===== config.mk =====
export PLATFORM = sky130hd
export DESIGN_NAME = alu_issue_ctrl
export DESIGN_NICKNAME = d
export VERILOG_FILES = /design/src/rtl/alu_issue_ctrl.sv
export SDC_FILE = /design/constraint.sdc
export NUM_CORES = 1
export LEC_CHECK = 0
export CAP_MARGIN = 20
export CORE_ASPECT_RATIO = 1.4
export CORE_MARGIN = 3
export CORE_UTILIZATION = 45
export CTS_CLUSTER_SIZE = 16
export DETAILED_ROUTE_END_ITERATION = 8
export PLACE_DENSITY_LB_ADDON = 0.1
export REMOVE_ABC_BUFFERS = 1
export SYNTH_ARGS = -nofsm -noshare
export SYNTH_HDL_FRONTEND = slang
export SYNTH_SLANG_ARGS = --single-unit

===== constraint.sdc =====
create_clock -name clk -period 2.5 [get_ports clk]
set_input_delay 0.375 -clock clk [delete_from_list [all_inputs] [get_ports clk]]
set_output_delay 0.375 -clock clk [all_outputs]
set_load 0.03 [all_outputs]

===== src/rtl/alu_issue_ctrl.sv =====
// alu_issue_ctrl: four-cycle issue/writeback controller in front of a combinational ALU.
// Build option: define ALU_IMM_EN to decode the immediate instruction form (major != 0).
module alu_issue_ctrl (
  input  logic        clk,
  input  logic        reset,
  input  logic        inst_valid,
  input  logic [15:0] inst,
  output logic        inst_ready,
  output logic [3:0]  rf_addr_a,
  output logic [3:0]  rf_addr_b,
  input  logic [15:0] rf_data_a,
  input  logic [15:0] rf_data_b,
  output logic [3:0]  alu_op,
  output logic [15:0] alu_in1,
  output logic [15:0] alu_in2,
  output logic [4:0]  alu_flags_in,
  input  logic [15:0] alu_result,
  input  logic [4:0]  alu_flags_out,
  output logic        wb_en,
  output logic [3:0]  wb_addr,
  output logic [15:0] wb_data,
  output logic [4:0]  flags,
  output logic        illegal
);

  localparam int unsigned DATA_W = 16;
  localparam int unsigned REG_W  = 4;
  localparam int unsigned FLAG_W = 5;
  localparam int unsigned OP_W   = 4;

  localparam logic [OP_W-1:0] OP_NOP  = 4'b0000;
  localparam logic [OP_W-1:0] OP_CMPU = 4'b1000;
  localparam logic [OP_W-1:0] OP_CMP  = 4'b1011;
  localparam logic [OP_W-1:0] OP_ILL  = 4'b1101;

  typedef enum logic [1:0] {
    S_IDLE = 2'd0,
    S_READ = 2'd1,
    S_EXEC = 2'd2,
    S_WB   = 2'd3
  } state_t;

  state_t state_q, state_d;

  logic [DATA_W-1:0] inst_q,      inst_d;
  logic              inst_ready_q, inst_ready_d;
  logic [OP_W-1:0]   alu_op_q,    alu_op_d;
  logic [DATA_W-1:0] alu_in1_q,   alu_in1_d;
  logic [DATA_W-1:0] alu_in2_q,   alu_in2_d;
  logic              wb_en_q,     wb_en_d;
  logic [REG_W-1:0]  wb_addr_q,   wb_addr_d;
  logic [DATA_W-1:0] wb_data_q,   wb_data_d;
  logic              illegal_q,   illegal_d;
  logic [FLAG_W-1:0] flag_res_q,  flag_res_d;
  logic [FLAG_W-1:0] flags_q,     flags_d;

  // Instruction fields, taken from the latched instruction word
  logic [OP_W-1:0]   major;
  logic [REG_W-1:0]  rdest;
  logic [OP_W-1:0]   op_ext;
  logic [REG_W-1:0]  rsrc;
  logic              is_reg;

  assign major  = inst_q[15:12];
  assign rdest  = inst_q[11:8];
  assign op_ext = inst_q[7:4];
  assign rsrc   = inst_q[3:0];
  assign is_reg = (major == OP_NOP);

  logic [OP_W-1:0]   dec_op;
  logic [DATA_W-1:0] dec_in2;
  logic              dec_illegal;
  logic              dec_writes;

`ifdef ALU_IMM_EN
  localparam int unsigned IMM_W = 8;

  localparam logic [OP_W-1:0] OP_ADDCU = 4'b0001;
  localparam logic [OP_W-1:0] OP_OR    = 4'b0010;
  localparam logic [OP_W-1:0] OP_XOR   = 4'b0011;
  localparam logic [OP_W-1:0] OP_LSH   = 4'b0100;
  localparam logic [OP_W-1:0] OP_ADDU  = 4'b0110;
  localparam logic [OP_W-1:0] OP_AND   = 4'b1111;

  logic [IMM_W-1:0]  imm8;
  logic              imm_zext;
  logic [DATA_W-1:0] imm_ext;

  // Unsigned/logical ops take a zero-extended imm8, everything else sign-extends
  always_comb begin
    imm8     = inst_q[IMM_W-1:0];
    imm_zext = major inside {OP_ADDU, OP_ADDCU, OP_CMPU, OP_AND, OP_OR, OP_XOR, OP_LSH};
    imm_ext  = imm_zext ? DATA_W'(imm8)
                        : {{(DATA_W-IMM_W){imm8[IMM_W-1]}}, imm8};
    dec_op      = is_reg ? op_ext : major;
    dec_in2     = is_reg ? rf_data_b : imm_ext;
    dec_illegal = (dec_op == OP_ILL);
  end
`else
  always_comb begin
    dec_op      = op_ext;
    dec_in2     = rf_data_b;
    dec_illegal = !is_reg || (op_ext == OP_ILL);
  end
`endif

  assign dec_writes = !dec_illegal && !(dec_op inside {OP_NOP, OP_CMP, OP_CMPU});

  // State register
  always_ff @(posedge clk) begin
    if (reset) begin
      state_q <= S_IDLE;
    end else begin
      state_q <= state_d;
    end
  end

  // Next-state logic
  always_comb begin
    state_d = state_q;
    case (state_q)
      S_IDLE:  if (inst_valid) state_d = S_READ;
      S_READ:  state_d = S_EXEC;
      S_EXEC:  state_d = S_WB;
      S_WB:    state_d = S_IDLE;
      default: state_d = S_IDLE;
    endcase
  end

  // Output/datapath next values; ALU drive regs load at end of READ so they are stable in EXEC
  always_comb begin
    inst_d       = inst_q;
    inst_ready_d = (state_d == S_IDLE);
    alu_op_d     = alu_op_q;
    alu_in1_d    = alu_in1_q;
    alu_in2_d    = alu_in2_q;
    wb_en_d      = 1'b0;
    wb_addr_d    = wb_addr_q;
    wb_data_d    = wb_data_q;
    illegal_d    = 1'b0;
    flag_res_d   = flag_res_q;
    flags_d      = flags_q;
    case (state_q)
      S_IDLE: begin
        if (inst_valid) inst_d = inst;
      end
      S_READ: begin
        alu_op_d  = dec_op;
        alu_in1_d = rf_data_a;
        alu_in2_d = dec_in2;
      end
      S_EXEC: begin
        wb_en_d    = dec_writes;
        illegal_d  = dec_illegal;
        wb_addr_d  = rdest;
        wb_data_d  = alu_result;
        flag_res_d = alu_flags_out;
      end
      S_WB: begin
        if (!illegal_q) flags_d = flag_res_q;
      end
      default: ;
    endcase
  end

  // Datapath and output registers
  always_ff @(posedge clk) begin
    if (reset) begin
      inst_q       <= '0;
      inst_ready_q <= 1'b1;
      alu_op_q     <= '0;
      alu_in1_q    <= '0;
      alu_in2_q    <= '0;
      wb_en_q      <= 1'b0;
      wb_addr_q    <= '0;
      wb_data_q    <= '0;
      illegal_q    <= 1'b0;
      flag_res_q   <= '0;
      flags_q      <= '0;
    end else begin
      inst_q       <= inst_d;
      inst_ready_q <= inst_ready_d;
      alu_op_q     <= alu_op_d;
      alu_in1_q    <= alu_in1_d;
      alu_in2_q    <= alu_in2_d;
      wb_en_q      <= wb_en_d;
      wb_addr_q    <= wb_addr_d;
      wb_data_q    <= wb_data_d;
      illegal_q    <= illegal_d;
      flag_res_q   <= flag_res_d;
      flags_q      <= flags_d;
    end
  end

  assign inst_ready   = inst_ready_q;
  assign rf_addr_a    = rdest;
  assign rf_addr_b    = rsrc;
  assign alu_op       = alu_op_q;
  assign alu_in1      = alu_in1_q;
  assign alu_in2      = alu_in2_q;
  assign alu_flags_in = flags_q;
  assign wb_en        = wb_en_q;
  assign wb_addr      = wb_addr_q;
  assign wb_data      = wb_data_q;
  assign illegal      = illegal_q;
  assign flags        = flags_q;

endmodule


Word level (Yosys, flattened, before mapping):

Cells that the tools add are included.
W data, S select, Z words.

* bits of input ports: 72
* flip-flop bits (word level): 87
* logic and storage cells: 35
* output and inout bits: 77

* mux-type cells: 2
* reduce and logical (&&, ||, !) cells: 13
* eq/ne operators: 6
* bitwise gates (word level): 2

Operators by type and width (count)
* $eq A4 B4 Y1 const B: 3
* $logic_not A4 Y1: 2
* $pmux W2 S4: 1
* $eq A2 B2 Y1 const B: 2
* $logic_not A2 Y1: 2
* $reduce_and A2 Y1: 2
* $logic_not A1 Y1: 3
* $reduce_bool A3 Y1: 1
* $eq A2 B1 Y1 const B: 1
* $mux W2: 1
* $not A1 Y1: 2
* $reduce_or A2 Y1: 1
* $logic_and A1 B1 Y1: 1
* $logic_or A1 B1 Y1: 1

Logic depth before layout (Yosys ltp):

Gate-level depths: netlist (run 1).

* depth in word-level cells: 5
* mapped depth: 7
* mapped depth without buffers: 5

Worst setup path after synthesis (run 1):

No wires, ideal clock.

* kind: register to register
* start point: reg state_q[0]
* end point: reg inst_q[10]
* period minus slack after synthesis: 1.290 ns
* stages on the path, launching flop included: 8
* path slack: 1.210 ns
* library setup time: 0.122 ns
* buffers on the path: 2
* required time: 2.378 ns
* arrival: 1.168 ns
* cell sequence: dfxtp_1 inv_1 ha_1 and2_1 buf_6 buf_12 nand2_1 a21oi_2

* word-level cells in the longest chain between the ends: 2

RTL lines
* start, declared: line 43 `state_t state_q, state_d;`
* start signal, assigned: line 114 `state_q <= state_d;`
* $logic_not A2 Y1: line 143 `case (state_q)`
* $reduce_and A2 Y1 (no source line)
* end signal, assigned: line 181 `inst_q <= inst_d;`
* end, declared: line 45 `logic [DATA_W-1:0] inst_q, inst_d;`

No other way between the ends.
A chain may end at the register's enable or synchronous reset.

Worst setup path after layout (run 1):

* start point: reg flags_q[4], in the netlist alu_flags_in[4]
* end point: out alu_flags_in[4]

RTL lines
* start, declared: line 55 `logic [FLAG_W-1:0] flags_q, flags_d;`
* start signal, assigned: line 191 `flags_q <= flags_d;`
* end, declared: line 16 `output logic [4:0] alu_flags_in,`

No word-level cell between the ends.

==> flow_metrics.tcl, run 1 <==
set metrics [dict create \
    synthFlopType "dfxtp_1" \
    antenna_found_initial 0 \
    syn_avg_cell_area_um2 10.25 \
    regToRegEndpoint "inst_q[3]$_SDFFE_PP0P_" \
    synth.distinct_cells 22 \
    worstSkewPairLatency_ns 0.35 \
    status "complete, no violations" \
    final_common_cell "clkdlybuf4s50_1" \
    htree_levels 3 \
    post-cts-setup-buffers 0 \
    setup_viol_count_final 0 \
    drive_gt1_share_pct 7.424 \
    first_global_vias 2709 \
    vias_per_cell 4.664 \
    hp-class "reg -> reg" \
    worstHoldEndpoint "inst_q[2]$_SDFFE_PP0P_" \
    syn_to_final_growth_pct 47.68 \
    gp_congestion 0.7585 \
    numCtsBuffers 9 \
    die_h_um 107.5 \
    dr_total_vias 2579 \
    cp-end-kind "output port" \
    fp-row-count 36 \
    crit_path_cell_trace "clkdlybuf4s50_1" \
    critPathArrivalTime_ns 1.44 \
    place_inst 537 \
    power_frac_clock_pct 20.5 \
    finalHoldViolCount 0 \
    synth-edff-count 0 \
    cp-start-kind "flip-flop" \
    clkTransAtPathRegs_ns 0.08 \
    synth_cells 323 \
    crit_slowest_cell "clkdlybuf4s50_1" \
    ir_worst_vdd_v 0.0005474 \
    fillers 601 \
    drc_errors 0 \
    muxShareOfSynthArea_pct 19.95 \
    path_delay_family "buffers and inverters" \
    hold_ws_ns 0.4654 \
    slew_headroom_pct 60.62 \
    fin_cells 553 \
    ant_nets 0 \
    synth_simple_gate_area_share_pct 13.52 \
    synth_top_family_by_area "multiplexers" \
    switchingPower_mw 1.634 \
    antenna_cells 0 \
    yosysWarnings 0 \
    ys_async_sr_fraction_pct 0 \
    synth_compound_area_share_pct 4.231 \
    grt_usage_pct 18.91 \
    path_class "reg -> out" \
    p_total_mw 4.624 \
    grt_pass1_wl_mm 12.63 \
    max_cap_viol_count 0 \
    layout_common_cells "clkdlybuf4s50_1, dfxtp_1, nor2_1" \
    fin_nets 529 \
    syn-cell-area_um2 3312 \
    r2r_setup_slack_ns 0.96 \
    power.internal_mw 2.990 \
    wl_met1_mm 3.196 \
    leakage_nw 1.792 \
    core_um2 7072 \
    avgRoutedWirePerCell_um 13.72 \
    min_period_ns 1.813 \
    fin_worst_skew_ns 0.009669 \
    io_pins 149 \
    cts_tree "done" \
    worstPathMaxFanout 3 \
    cts_resized 0 \
    dp.final_hpwl_mm 5.573 \
    synth_seq_area_share_pct 52.59 \
    r2r_start "state_q[0]$_SDFF_PP0_" \
    grt_setup_unrepaired "false" \
    cp.required_ns 2.12 \
    tightestPinTransition_ns 0.5907 \
    drt-total-wl_mm 7.587 \
    period_share_pct 72.53 \
    overflow 0 \
    postCtsHoldBufs 0 \
    fmax_mhz 551.5 \
    initial_core_util_pct 46.83 \
    grt_max_degree 51 \
    finish.utilization_pct 69.16 \
    switching_share_pct 35.33 \
    fp.dieW_um 78.51 \
    synthXorXnorAreaFrac_pct 0.2645 \
    cts.sinks 87 \
    slowest_delay_ns 0.71 \
    worstHoldStart "inst_q[2]$_SDFFE_PP0P_" \
    hold_path_depth 2 \
    power_density_nw_per_um2 945.4 \
    pwr-share-comb_pct 40.8 \
    first_pass_iters 4 \
    reg2reg_depth 5 \
    critPathBufInv 1 \
    finalSetupTns_ns 0 \
    ys_ff_latch 87 \
    synthAdderAreaFrac_pct 1.511 \
    wl_met3_um 476 \
    clockRootBuffer "clkbuf_8" \
    routed.top_layer "met4" \
    max-clock-path-buffers 2 \
    power.share.sequential_pct 38.6 \
    timing.final.max_slew_violations 0 \
    portBuffers 148 \
    drt_iter0_markers 106 \
    route.met2.wl_mm 3.739 \
    die_area_um2 8440 \
]
## power groups by stage
stage	clock, mW	combinational, mW	sequential [mW]
6_report	0.950	1.89	1.79
5_1_grt	1.03	2.05	1.83
4_1_cts	0.986	1.92	1.79
3_5_place_dp	0	1.91	1.82
3_3_place_gp	0	1.89	1.81
2_1_floorplan	0	0.829	2.21
## cell usage after synthesis, types with 4 or more instances
master   instances  share of area, %
nor2_1          69               7.8
a21oi_2         10               2.6
ha_1             4               1.5
dfxtp_1         87                53
buf_6            6               2.0
nand2_1         32               3.6
buf_2           11               1.7
a21oi_1          7               1.1
mux2i_1         66                20
buf_4           15               3.4
## layer usage
| metal | vias up | GRT usage (%) |
|---|---|---|
| li1 | 1296 | - |
| met1 | 1178 | 22.55 |
| met2 | 94 | 31.11 |
| met3 | 11 | 4.523 |
| met4 | 0 | 10.25 |
| met5 | - | 0 |
## registers in the layout (all words and copies together), names as in the netlist
register and cells:
state_q 2, alu_flags_in 5, alu_op 4, illegal 1, wb_data 16, inst_ready 1
alu_in2 16, flag_res_q 5, wb_en 1, inst_q 16, alu_in1 16, wb_addr 4
## cell type report
type / count / area (µm²) / share of cell area, %
Tap cell: 95 / 118.9 / 2.430
Timing Repair Buffer: 152 / 1519 / 31.06
Multi-Input combinational cell: 201 / 1313 / 26.84
Inverter: 2 / 7.507 / 0.1535
Clock buffer: 13 / 148.9 / 3.044
Clock inverter: 3 / 42.54 / 0.8698
Sequential cell: 87 / 1742 / 35.61
## stage by stage
step	setup slack, ns	area [µm²]
finish	0.6868	4891
CTS	0.6472	4891
detailed placement	0.6862	4700
floorplan	0.4119	3057
global placement	0.7662	4700
global route	0.6129	4891
## logic make-up after synthesis
family / Yosys count
compound gates: 19
xor+xnor: 1
fa+ha+maj: 4
buf+inv: 35
flops: 87
mux: 66
simple gates: 111
## worst max path at each step
| stage | end | startpoint | cells past startpoint | slack (ns) |
|---|---|---|---|---|
| 5_1_grt | alu_flags_in[4] | alu_flags_in[4]$_SDFFE_PP0P_ | 1 | 0.61 |
| 3_3_place_gp | inst_q[6]$_SDFFE_PP0P_ | inst_valid | 4 | 0.77 |
| 2_1_floorplan | alu_in1[0]$_SDFFE_PP0N_ | state_q[1]$_SDFF_PP0_ | 4 | 0.41 |
| 4_1_cts | alu_flags_in[4] | alu_flags_in[4]$_SDFFE_PP0P_ | 1 | 0.65 |
| 3_5_place_dp | inst_q[3]$_SDFFE_PP0P_ | inst_valid | 4 | 0.69 |
| 6_report | alu_flags_in[4] | alu_flags_in[4]$_SDFFE_PP0P_ | 1 | 0.69 |
(Power assumes the default switching activity.)
==> run 2: changes to the inputs <==
Settings changed: CORE_UTILIZATION 45 to 37.
Clock period 2.5 ns to 1.65 ns, I/O delays scaled along.
==> run 2 against run 1 <==
  * Wire length is 1.6% higher
  * Utilization is 9.6 points lower
  * Total power is 70% higher
  * Largest cell class unchanged
==> flow_metrics.tcl, run 2 (synthesis gave the netlist of run 1 again) <==
set metrics [dict create \
    status "complete, no violations" \
    critPathBufInv 1 \
    dp.final_hpwl_mm 5.547 \
    worstPathMaxFanout 3 \
    layout_common_cells "clkdlybuf4s50_1, dfxtp_1, nor2_1" \
    avgRoutedWirePerCell_um 13.58 \
    worstSkewPairLatency_ns 0.33 \
    fillers 763 \
    ir_worst_vdd_v 0.0007998 \
    portBuffers 148 \
    leakage_nw 2.247 \
    slowest_delay_ns 0.68 \
    numCtsBuffers 9 \
    syn_to_final_growth_pct 55.69 \
    cp-end-kind "output port" \
    max-clock-path-buffers 2 \
    setup_viol_count_final 0 \
    drive_gt1_share_pct 8.639 \
    cp.required_ns 1.40 \
    tightestPinTransition_ns 0.4342 \
    die_h_um 117.9 \
    seq_area_um2 1742 \
    path_delay_family "buffers and inverters" \
    crit_start "alu_flags_in[2]$_SDFFE_PP0P_" \
    fp-row-count 40 \
    die_area_um2 10140 \
    fin_worst_skew_ns 0.005848 \
    overflow 0 \
    place_ws_ns 0.2403 \
    final_common_cell "clkdlybuf4s50_1" \
    ant_nets 0 \
    grt_setup_unrepaired "false" \
    period_share_pct 97.42 \
    initial_core_util_pct 38.25 \
    antenna_cells 0 \
    hp-class "in -> reg" \
    core_um2 8658 \
    clkTransAtPathRegs_ns 0.06 \
    fin_ws_ns 0.04253 \
    first_global_vias 2666 \
    fin_nets 534 \
    min_period_ns 1.607 \
    dr_total_vias 2601 \
    grt_usage_pct 15.82 \
    power_density_nw_per_um2 1525 \
    finalHoldViolCount 0 \
    gp_congestion 0.7060 \
    io_pins 149 \
    grt_pass1_wl_mm 12.65 \
    cts.sinks 87 \
    fp.dieW_um 85.96 \
    crit_path_cell_trace "clkdlybuf4s50_1" \
    path_class "reg -> out" \
    cp-start-kind "flip-flop" \
    vias_per_cell 4.579 \
    drc_errors 0 \
    clockRootBuffer "clkbuf_16" \
    fmax_mhz 622.1 \
    crit_slowest_cell "clkdlybuf4s50_1" \
    cts_tree "done" \
    timing.final.max_slew_violations 0 \
    critPathArrivalTime_ns 1.36 \
    worstHoldStart "reset" \
    htree_levels 3 \
    antenna_found_initial 0 \
    multi_input_area_um2 1313 \
    r2r_start "state_q[0]$_SDFF_PP0_" \
    p_total_mw 7.865 \
    slew_headroom_pct 71.05 \
    drt-total-wl_mm 7.711 \
    first_pass_iters 4 \
    max_cap_viol_count 0 \
    drt_iter0_markers 39 \
    grt_max_degree 37 \
]
## run 2: power by group
part | switching, mW | internal, mW | leakage (nW)
clock | 0.780 | 1.41 | 0.160
combinational | 1.59 | 1.38 | 1.38
sequential | 0.209 | 2.50 | 0.709
## run 2: worst paths after layout
check             slack (ns)                       end  depth (start not counted)
setup / recovery        0.04           alu_flags_in[2]                          1
hold / removal          0.33  alu_in2[13]$_SDFFE_PP0N_                          2
setup reg to reg        0.30    inst_q[6]$_SDFFE_PP0P_                          6
hold reg to reg         0.46    inst_q[0]$_SDFFE_PP0P_                          2
## run 2: repair_timing
item                                   CTS  global route
hold buffers                             0             0
endpoints found under the hold margin    0             0
pin swaps                                0             0
setup buffers                            0             0
setup endpoints to repair                3            20
cloned                                   0             0
resized for setup                        3            19
## run 2: metrics by stage
step,instance area [µm²],instances,hold slack (ns),setup TNS [ns],utilization [%]
global route,5156,568,0.3363,0,59.55
global placement,4787,552,0.4440,0,55.29
detailed placement,4787,552,0.4502,0,55.29
CTS,5109,568,0.3251,0,59.00
finish,5156,568,0.3269,0,59.55
floorplan,3057,290,0.3099,-19.29,-
## run 2: cell type report
| type | count | area share (%) |
|---|---|---|
| clock buffers | 13 | 5.047 |
| clock inverters | 3 | 1.262 |
| inverters | 2 | 0.1456 |
| multi-input cells | 201 | 25.45 |
| flip-flops and latches | 87 | 33.78 |
| well taps | 105 | 2.548 |
| repair buffers | 157 | 31.76 |
## run 2: metal layers
| metal | vias up | wire length [µm] | global-route usage (%) | share of wire [%] |
|---|---|---|---|---|
| met5 | - | 0 | 0 | 0 |
| met4 | 0 | 157 | 6.832 | 2.0 |
| met3 | 12 | 629 | 5.112 | 8.2 |
| met2 | 99 | 3657 | 25.10 | 47 |
| met1 | 1180 | 3266 | 19.39 | 42 |
| li1 | 1310 | - | - | - |
